==> src/rtl/vend_pkg.sv <==
// Shared vending definitions: dispenser states, coin denominations, default widths.
package vend_pkg;

  localparam int VEND_AMT_W = 8;
  localparam int VEND_QTY_W = 4;

  localparam int DENOM_10 = 10;
  localparam int DENOM_5  = 5;
  localparam int DENOM_1  = 1;

  typedef enum logic [2:0] {
    IDLE,
    PROD_ON,
    PROD_GAP,
    COIN_ON,
    COIN_GAP,
    DONE
  } vend_state_e;

  // Greedy change: largest coin that does not exceed the remaining amount.
  function automatic int unsigned denom_for(input int unsigned amt);
    if (amt >= DENOM_10) return DENOM_10;
    else if (amt >= DENOM_5) return DENOM_5;
    else return DENOM_1;
  endfunction

endpackage

==> src/rtl/vend_dispenser_pulse_timer.sv <==
// Down-counter pacing actuator ON and GAP phases; expired flags the last cycle of a phase.
module vend_dispenser_pulse_timer #(
  parameter int CNT_W = 2
) (
  input  logic             clk,
  input  logic             reset,
  input  logic             load,
  input  logic [CNT_W-1:0] len,
  output logic             expired
);

  logic [CNT_W-1:0] cnt;

  // Load the phase length minus one, then count down to zero and hold.
  always_ff @(posedge clk or posedge reset) begin
    if (reset) begin
      cnt <= '0;
    end else if (load) begin
      cnt <= len;
    end else if (cnt != '0) begin
      cnt <= cnt - CNT_W'(1);
    end
  end

  assign expired = (cnt == '0);

endmodule

==> src/rtl/vend_dispenser.sv <==
// Vend output stage: releases products, then pays change greedily in $10/$5/$1 coins
// as timed actuator pulses, and reports completion with a one-cycle done strobe.
module vend_dispenser
  import vend_pkg::*;
#(
  parameter int AMT_W     = VEND_AMT_W,
  parameter int QTY_W     = VEND_QTY_W,
  parameter int PULSE_CYC = 4,
  parameter int GAP_CYC   = 4
) (
  input  logic             clk,
  input  logic             reset,
  input  logic             req_valid,
  output logic             req_ready,
  input  logic [AMT_W-1:0] price_q,
  input  logic [AMT_W-1:0] paid,
  input  logic [QTY_W-1:0] qty,
  output logic             prod_pulse,
  output logic             coin10_pulse,
  output logic             coin5_pulse,
  output logic             coin1_pulse,
  output logic             busy,
  output logic [AMT_W-1:0] change_left,
  output logic             err_underpay,
  output logic             done
);

  localparam int MAX_CYC = (PULSE_CYC > GAP_CYC) ? PULSE_CYC : GAP_CYC;
  localparam int CNT_W   = (MAX_CYC < 2) ? 1 : $clog2(MAX_CYC);

  vend_state_e      state, next_state;
  logic             accept;
  logic             underpay;
  logic [QTY_W-1:0] acc_prod;
  logic [AMT_W-1:0] acc_change;
  logic [QTY_W-1:0] prod_cnt;
  logic [QTY_W-1:0] prod_src;
  logic [AMT_W-1:0] chg_src;
  logic [AMT_W-1:0] denom_sel;
  logic [AMT_W-1:0] coin_val;
  logic             err_q;
  logic             tmr_load;
  logic [CNT_W-1:0] tmr_len;
  logic             tmr_expired;

  assign accept     = req_valid && req_ready;
  assign underpay   = (paid < price_q);
  assign acc_prod   = underpay ? '0 : qty;
  assign acc_change = underpay ? paid : (paid - price_q);

  // In IDLE the decision uses the request being accepted, afterwards the live counters.
  assign prod_src  = (state == IDLE) ? acc_prod : prod_cnt;
  assign chg_src   = (state == IDLE) ? acc_change : change_left;
  assign denom_sel = AMT_W'(denom_for(32'(chg_src)));

  vend_dispenser_pulse_timer #(
    .CNT_W(CNT_W)
  ) u_timer (
    .clk    (clk),
    .reset  (reset),
    .load   (tmr_load),
    .len    (tmr_len),
    .expired(tmr_expired)
  );

  // State register.
  always_ff @(posedge clk or posedge reset) begin
    if (reset) state <= IDLE;
    else       state <= next_state;
  end

  // Next-state selection and timer reload on every phase change.
  always_comb begin
    next_state = state;
    tmr_load   = 1'b0;
    tmr_len    = CNT_W'(PULSE_CYC - 1);
    case (state)
      IDLE: begin
        if (accept) begin
          if (prod_src != '0)     next_state = PROD_ON;
          else if (chg_src != '0) next_state = COIN_ON;
          else                    next_state = DONE;
        end
      end
      PROD_ON:  if (tmr_expired) next_state = PROD_GAP;
      PROD_GAP: begin
        if (tmr_expired) begin
          if (prod_src != '0)     next_state = PROD_ON;
          else if (chg_src != '0) next_state = COIN_ON;
          else                    next_state = DONE;
        end
      end
      COIN_ON:  if (tmr_expired) next_state = COIN_GAP;
      COIN_GAP: begin
        if (tmr_expired) begin
          if (chg_src != '0) next_state = COIN_ON;
          else               next_state = DONE;
        end
      end
      DONE:     next_state = IDLE;
      default:  next_state = IDLE;
    endcase
    if (next_state != state) begin
      case (next_state)
        PROD_ON, COIN_ON: begin
          tmr_load = 1'b1;
          tmr_len  = CNT_W'(PULSE_CYC - 1);
        end
        PROD_GAP, COIN_GAP: begin
          tmr_load = 1'b1;
          tmr_len  = CNT_W'(GAP_CYC - 1);
        end
        default: tmr_load = 1'b0;
      endcase
    end
  end

  // Request capture, per-entry product/coin bookkeeping and the underpay strobe.
  always_ff @(posedge clk or posedge reset) begin
    if (reset) begin
      prod_cnt    <= '0;
      change_left <= '0;
      coin_val    <= '0;
      err_q       <= 1'b0;
    end else begin
      err_q <= 1'b0;
      if (state == IDLE && accept) begin
        prod_cnt    <= acc_prod;
        change_left <= acc_change;
        err_q       <= underpay;
      end
      if (next_state == PROD_ON && state != PROD_ON) begin
        prod_cnt <= prod_src - QTY_W'(1);
      end
      if (next_state == COIN_ON && state != COIN_ON) begin
        change_left <= chg_src - denom_sel;
        coin_val    <= denom_sel;
      end
    end
  end

  assign prod_pulse   = (state == PROD_ON);
  assign coin10_pulse = (state == COIN_ON) && (coin_val == AMT_W'(DENOM_10));
  assign coin5_pulse  = (state == COIN_ON) && (coin_val == AMT_W'(DENOM_5));
  assign coin1_pulse  = (state == COIN_ON) && (coin_val == AMT_W'(DENOM_1));
  assign busy         = (state != IDLE);
  assign req_ready    = (state == IDLE);
  assign done         = (state == DONE);
  assign err_underpay = err_q;

endmodule

==> config.mk <==
export PLATFORM = sky130hd
export DESIGN_NAME = vend_dispenser
export DESIGN_NICKNAME = d
export VERILOG_FILES = /design/src/rtl/vend_pkg.sv /design/src/rtl/vend_dispenser_pulse_timer.sv /design/src/rtl/vend_dispenser.sv
export SDC_FILE = /design/constraint.sdc
export NUM_CORES = 1
export LEC_CHECK = 0
export BUFFER_PORTS_ARGS = -buffer_cell sky130_fd_sc_hd__clkbuf_2
export CORE_ASPECT_RATIO = 0.75
export CORE_MARGIN = 4
export CORE_UTILIZATION = 60
export CTS_CLUSTER_DIAMETER = 100
export CTS_CLUSTER_SIZE = 8
export DETAILED_ROUTE_END_ITERATION = 8
export PLACE_DENSITY = 0.95
export SYNTH_ARGS = -nofsm -noshare
export SYNTH_HDL_FRONTEND = slang
export SYNTH_SLANG_ARGS = --single-unit
==> constraint.sdc <==
create_clock -name clk -period 7.1 [get_ports clk]
set_input_delay 0.355 -clock clk [delete_from_list [all_inputs] [get_ports clk]]
set_output_delay 0.355 -clock clk [all_outputs]
set_load 0.05 [all_outputs]
==> results list <==
- Across the VDD grid, the largest voltage drop is ~0.33 mV.
- Number of gates given a new drive strength after cts: 0
* Length in cells of the worst reg-to-reg path: 16
- Clock tree synthesis selected as its root buffer the cell sky130_fd_sc_hd__clkbuf_8.
* Final standard cell area without fillers: 0.00246 mm²
- The first global-routing pass estimated 9320 µm of wire.
- Slew of the pin with the lowest slew margin: 0.972 ns
- Total count of hold-check failures in the final report: 0
* Most common flop cell mapped by yosys: sky130_fd_sc_hd__dfrtp_1
- Setup repair after global routing left no endpoint under its margin.
- The worst register-to-register path ends at change_left[4].
- Once detail routing completed, the nets flagged for antenna violations numbered 0.
- Routed length per placed instance: 15.2 µm
- Clock-pin slew was measured on the worst setup and hold paths at 0.09 ns.
- CTS tree: done
* Cell total after placement: 359
- Chip width: slightly below 80 µm
- Maximum number of pins on one net before global-route repair: 25
* Placeable core region: 0.00342 mm²
- Using the TritonRoute via totals, the vias-per-cell ratio works out to 6.14.
* # nets final: 355
- Synthesized area per cell: between 7 and 8 µm²
* Number of synthesis warnings: 0
* Number of antenna repair diodes: 0
* Worst setup path end: change_left[4]
* Count of max-cap constraint violations: 0
- CP startpoint kind: flop
* Post-synthesis sequential element count: 21
- # hold bufs at CTS: 0
- Iteration-0 DRC Markers: 189
- Combined global-route utilization of all metal layers: 0.245
* Power per standard cell area: ~480 mW/mm²
- Derived from the worst setup path, the maximum achievable clock frequency is roughly 230 MHz.
- Maximum count of clock buffers along a single path: 2
- In this run the critical register-to-register path is launched from state[2].
- For this run, asynchronously set or reset flops after synthesis account for 1.00.
- In this run the post-CTS setup repair buffer count came out at 0.
* Max Slew Vio Count: 0
* Post-synth design cell area: 0.00223 mm²
* Synth-to-layout area growth: 9.97%
* Routability Congestion: 0.971
- Distinct cell type count after synthesis: 63
* Total via count after detailed routing: ~2200
- Clock latency on the worst-skew pair: 0.27 ns
- Area fraction of the dominant cell type after synthesis: 0.235
- For this block, the routed nets add up to 5530 µm of wire.
- Tracing the worst setup path back leads to its startpoint at state[2].
- Number of buffers inserted during clock tree synthesis: 3
* Critical Path Fanout Max: 24
- For this run, the register share of the synthesized area comes to 0.235.
- Number of global-route vias before repair: around 2100
* Critical Path Sink Type: flop
* Standard-cell row count: 18
* DP Wirelength: 4290 µm
- Kind of critical path: reg -> reg
- The tightest min-delay check is of the in -> async type.
* Setup skew after layout: between 0.009 and 0.01 ns
- In the finished design, the share of the clock period the worst path needs comes to 0.620.
* Instance area after placement: 0.00241 mm²
- Worst rel slew slack: 0.352
- When the netlist entered floorplanning its net count stood at 325.
* Die extent in y: 60.9 µm
- Leading cell types by total area after synthesis: sky130_fd_sc_hd__dfrtp_1 (24%), sky130_fd_sc_hd__ha_1 (9.0%), sky130_fd_sc_hd__nand2_1 (5.4%), sky130_fd_sc_hd__a21oi_1 (4.3%), sky130_fd_sc_hd__nor2_1 (3.9%)
* Initial Utilization: 0.653
- Data arrival, critical path: 4.55 ns
* Library cell occupying the most area in the post-synthesis netlist: sky130_fd_sc_hd__dfrtp_1
- Area of the die: about 0.0048 mm²
- The count of cells in the finished layout, fillers not included, comes to 363.
- Number of enable flip-flop cells after synthesis: 0
- Synthesis produced a netlist whose cell count is 284.
* Total DRC errors in the routed layout: 0
- In the final timing run, aggregate negative setup slack is 0 ns.
* Sink Count: 21
* Overflow left after global routing: 0
- The layout has 281 filler cells.
- Crit path time final: roughly 4.4 ns
- In this run the register-to-register setup slack is 2.70 ns.
* Run status: completed
- TritonRoute pass-1 iters: 6
- H-tree levels: 1
* Final Setup Violations: 0
* Leakage component of the power: 1.19 nW
* Share of final-layout standard cells stronger than drive strength 1: 0.188
- Antenna violations before repair: 0
- Port bufs: 38
- 39 I/O pins were placed.
- For the worst setup path, the data required time is 7.25 ns.
[registers in the layout, summed over array words and instances, names as in the netlist]
signal        cells
change_left       8
prod_cnt          4
coin_val          3
state             3
u_timer.cnt       2
err_underpay      1
[where the power goes]
| group | internal, mW | total [mW] | switching, mW |
|---|---|---|---|
| clock | 0.0401 | 0.0817 | 0.0416 |
| combinational | 0.306 | 0.852 | 0.545 |
| sequential | 0.175 | 0.236 | 0.0615 |
[critical path: stages, from the launching register on]
cell and delay [ns]:
sky130_fd_sc_hd__dfrtp_1 0.63, sky130_fd_sc_hd__or3_1 0.77, sky130_fd_sc_hd__clkinv_4 0.31, sky130_fd_sc_hd__nand2_1 0.17, sky130_fd_sc_hd__o31ai_2 0.07, sky130_fd_sc_hd__a21oi_2 0.19
sky130_fd_sc_hd__o211a_2 0.24, sky130_fd_sc_hd__and2_4 0.19, sky130_fd_sc_hd__o211a_1 0.25, sky130_fd_sc_hd__ha_1 0.22, sky130_fd_sc_hd__fa_1 0.22, sky130_fd_sc_hd__inv_1 0.06
sky130_fd_sc_hd__a21o_1 0.18, sky130_fd_sc_hd__a21oi_1 0.25, sky130_fd_sc_hd__nand2_1 0.16, sky130_fd_sc_hd__mux2i_1 0.18, sky130_fd_sc_hd__and3_1 0.18
[per-layer routing]
layer | vias up | global-route usage | share of wire
met4 | 0 | 0.0499 | 0.0038
met3 | 4 | 0.0623 | 0.079
met5 | - | 0 | 0
met2 | 106 | 0.404 | 0.45
met1 | 1038 | 0.333 | 0.46
li1 | 1082 | - | -
[cell usage after synthesis, types with 2 or more instances]
library cell and count:
sky130_fd_sc_hd__mux2i_1 8, sky130_fd_sc_hd__dfrtp_1 21, sky130_fd_sc_hd__buf_2 2, sky130_fd_sc_hd__a22o_1 2
sky130_fd_sc_hd__o21ai_0 16, sky130_fd_sc_hd__nor4_1 5, sky130_fd_sc_hd__a21oi_2 5, sky130_fd_sc_hd__and3_1 6
sky130_fd_sc_hd__and2_1 2, sky130_fd_sc_hd__nand3_1 14, sky130_fd_sc_hd__or3_1 2, sky130_fd_sc_hd__nand2_1 32
sky130_fd_sc_hd__nand3b_1 3, sky130_fd_sc_hd__o21ai_2 2, sky130_fd_sc_hd__nand2b_1 4, sky130_fd_sc_hd__a21oi_1 19
sky130_fd_sc_hd__clkbuf_1 6, sky130_fd_sc_hd__a21o_1 3, sky130_fd_sc_hd__o31ai_1 3, sky130_fd_sc_hd__a211oi_1 7
sky130_fd_sc_hd__fa_1 2, sky130_fd_sc_hd__nor3b_1 2, sky130_fd_sc_hd__ha_1 16, sky130_fd_sc_hd__buf_6 2
sky130_fd_sc_hd__xor2_1 6, sky130_fd_sc_hd__mux2_2 2, sky130_fd_sc_hd__inv_1 21, sky130_fd_sc_hd__o21ai_1 2
sky130_fd_sc_hd__buf_4 2, sky130_fd_sc_hd__a31oi_1 4, sky130_fd_sc_hd__o21a_1 3, sky130_fd_sc_hd__nor2b_1 5
sky130_fd_sc_hd__nor2_1 23, sky130_fd_sc_hd__xnor2_1 2, sky130_fd_sc_hd__o221ai_1 2
[layout by cell type (no fill, tap or decap), types with 3 or more instances in the layout]
master                     Yosys  routed
sky130_fd_sc_hd__dfrtp_1      21      21
sky130_fd_sc_hd__nand3b_1      3       3
sky130_fd_sc_hd__clkbuf_8      0       3
sky130_fd_sc_hd__o21ai_0      16      16
sky130_fd_sc_hd__mux2i_1       8       8
sky130_fd_sc_hd__nand3_1      14      14
sky130_fd_sc_hd__a21o_1        3       3
sky130_fd_sc_hd__a21oi_2       5       5
sky130_fd_sc_hd__ha_1         16      16
sky130_fd_sc_hd__o21a_1        3       3
sky130_fd_sc_hd__clkbuf_2      1      38
sky130_fd_sc_hd__a21oi_1      19      19
sky130_fd_sc_hd__o31ai_1       3       3
sky130_fd_sc_hd__xor2_1        6       6
sky130_fd_sc_hd__and3_1        6       6
sky130_fd_sc_hd__inv_1        21      21
sky130_fd_sc_hd__a31oi_1       4       4
sky130_fd_sc_hd__nor4_1        5       5
sky130_fd_sc_hd__nand2b_1      4       4
sky130_fd_sc_hd__nor2b_1       5       5
sky130_fd_sc_hd__nand2_1      32      32
sky130_fd_sc_hd__a211oi_1      7       7
sky130_fd_sc_hd__nor2_1       23      23
[per-stage QoR]
step | utilization | hold slack [ns] | total power [mW] | worst slack [ns]
after floorplan | - | 0.332 | 0.920 | 3.40
after global placement | 0.705 | 0.496 | 1.04 | 2.88
after detailed placement | 0.705 | 0.500 | 1.07 | 2.63
after CTS | 0.718 | 0.260 | 1.16 | 2.79
after global routing | 0.718 | 0.303 | 1.27 | 2.33
final | 0.718 | 0.218 | 1.17 | 2.70
[worst min path at each step]
stage / startpoint / endpoint / slack [ns] / depth (start not counted)
final: reset / u_timer.cnt[0] / 0.22 / 2
after global placement: coin_val[1] / coin_val[1] / 0.50 / 1
after CTS: reset / u_timer.cnt[0] / 0.26 / 2
after floorplan: reset / change_left[0] / 0.33 / 1
after detailed placement: coin_val[1] / coin_val[1] / 0.50 / 1
after global routing: reset / u_timer.cnt[0] / 0.30 / 2
[cell type report]
type | instances | area (µm²) | share of cell area
Timing Repair Buffer | 38 | 190 | 0.0774
Inverter | 22 | 87.6 | 0.0356
Tap cell | 50 | 62.6 | 0.0255
Sequential cell | 21 | 526 | 0.214
Multi-Input combinational cell | 228 | 1550 | 0.629
Clock buffer | 4 | 45.0 | 0.0183
[cell families after synthesis]
logic type                 Yosys count  share of synthesized area
AOI/OAI and AO/OA                   86                      0.273
xor gates and xnor gates             8                     0.0314
adders and majority gates           18                      0.108
buffers and inverters               35                     0.0728
DFF                                 21                      0.235
muxes                               10                     0.0459
and+or+nand+nor                    106                      0.234
No activity file was read; power rests on OpenSTA's default activity.
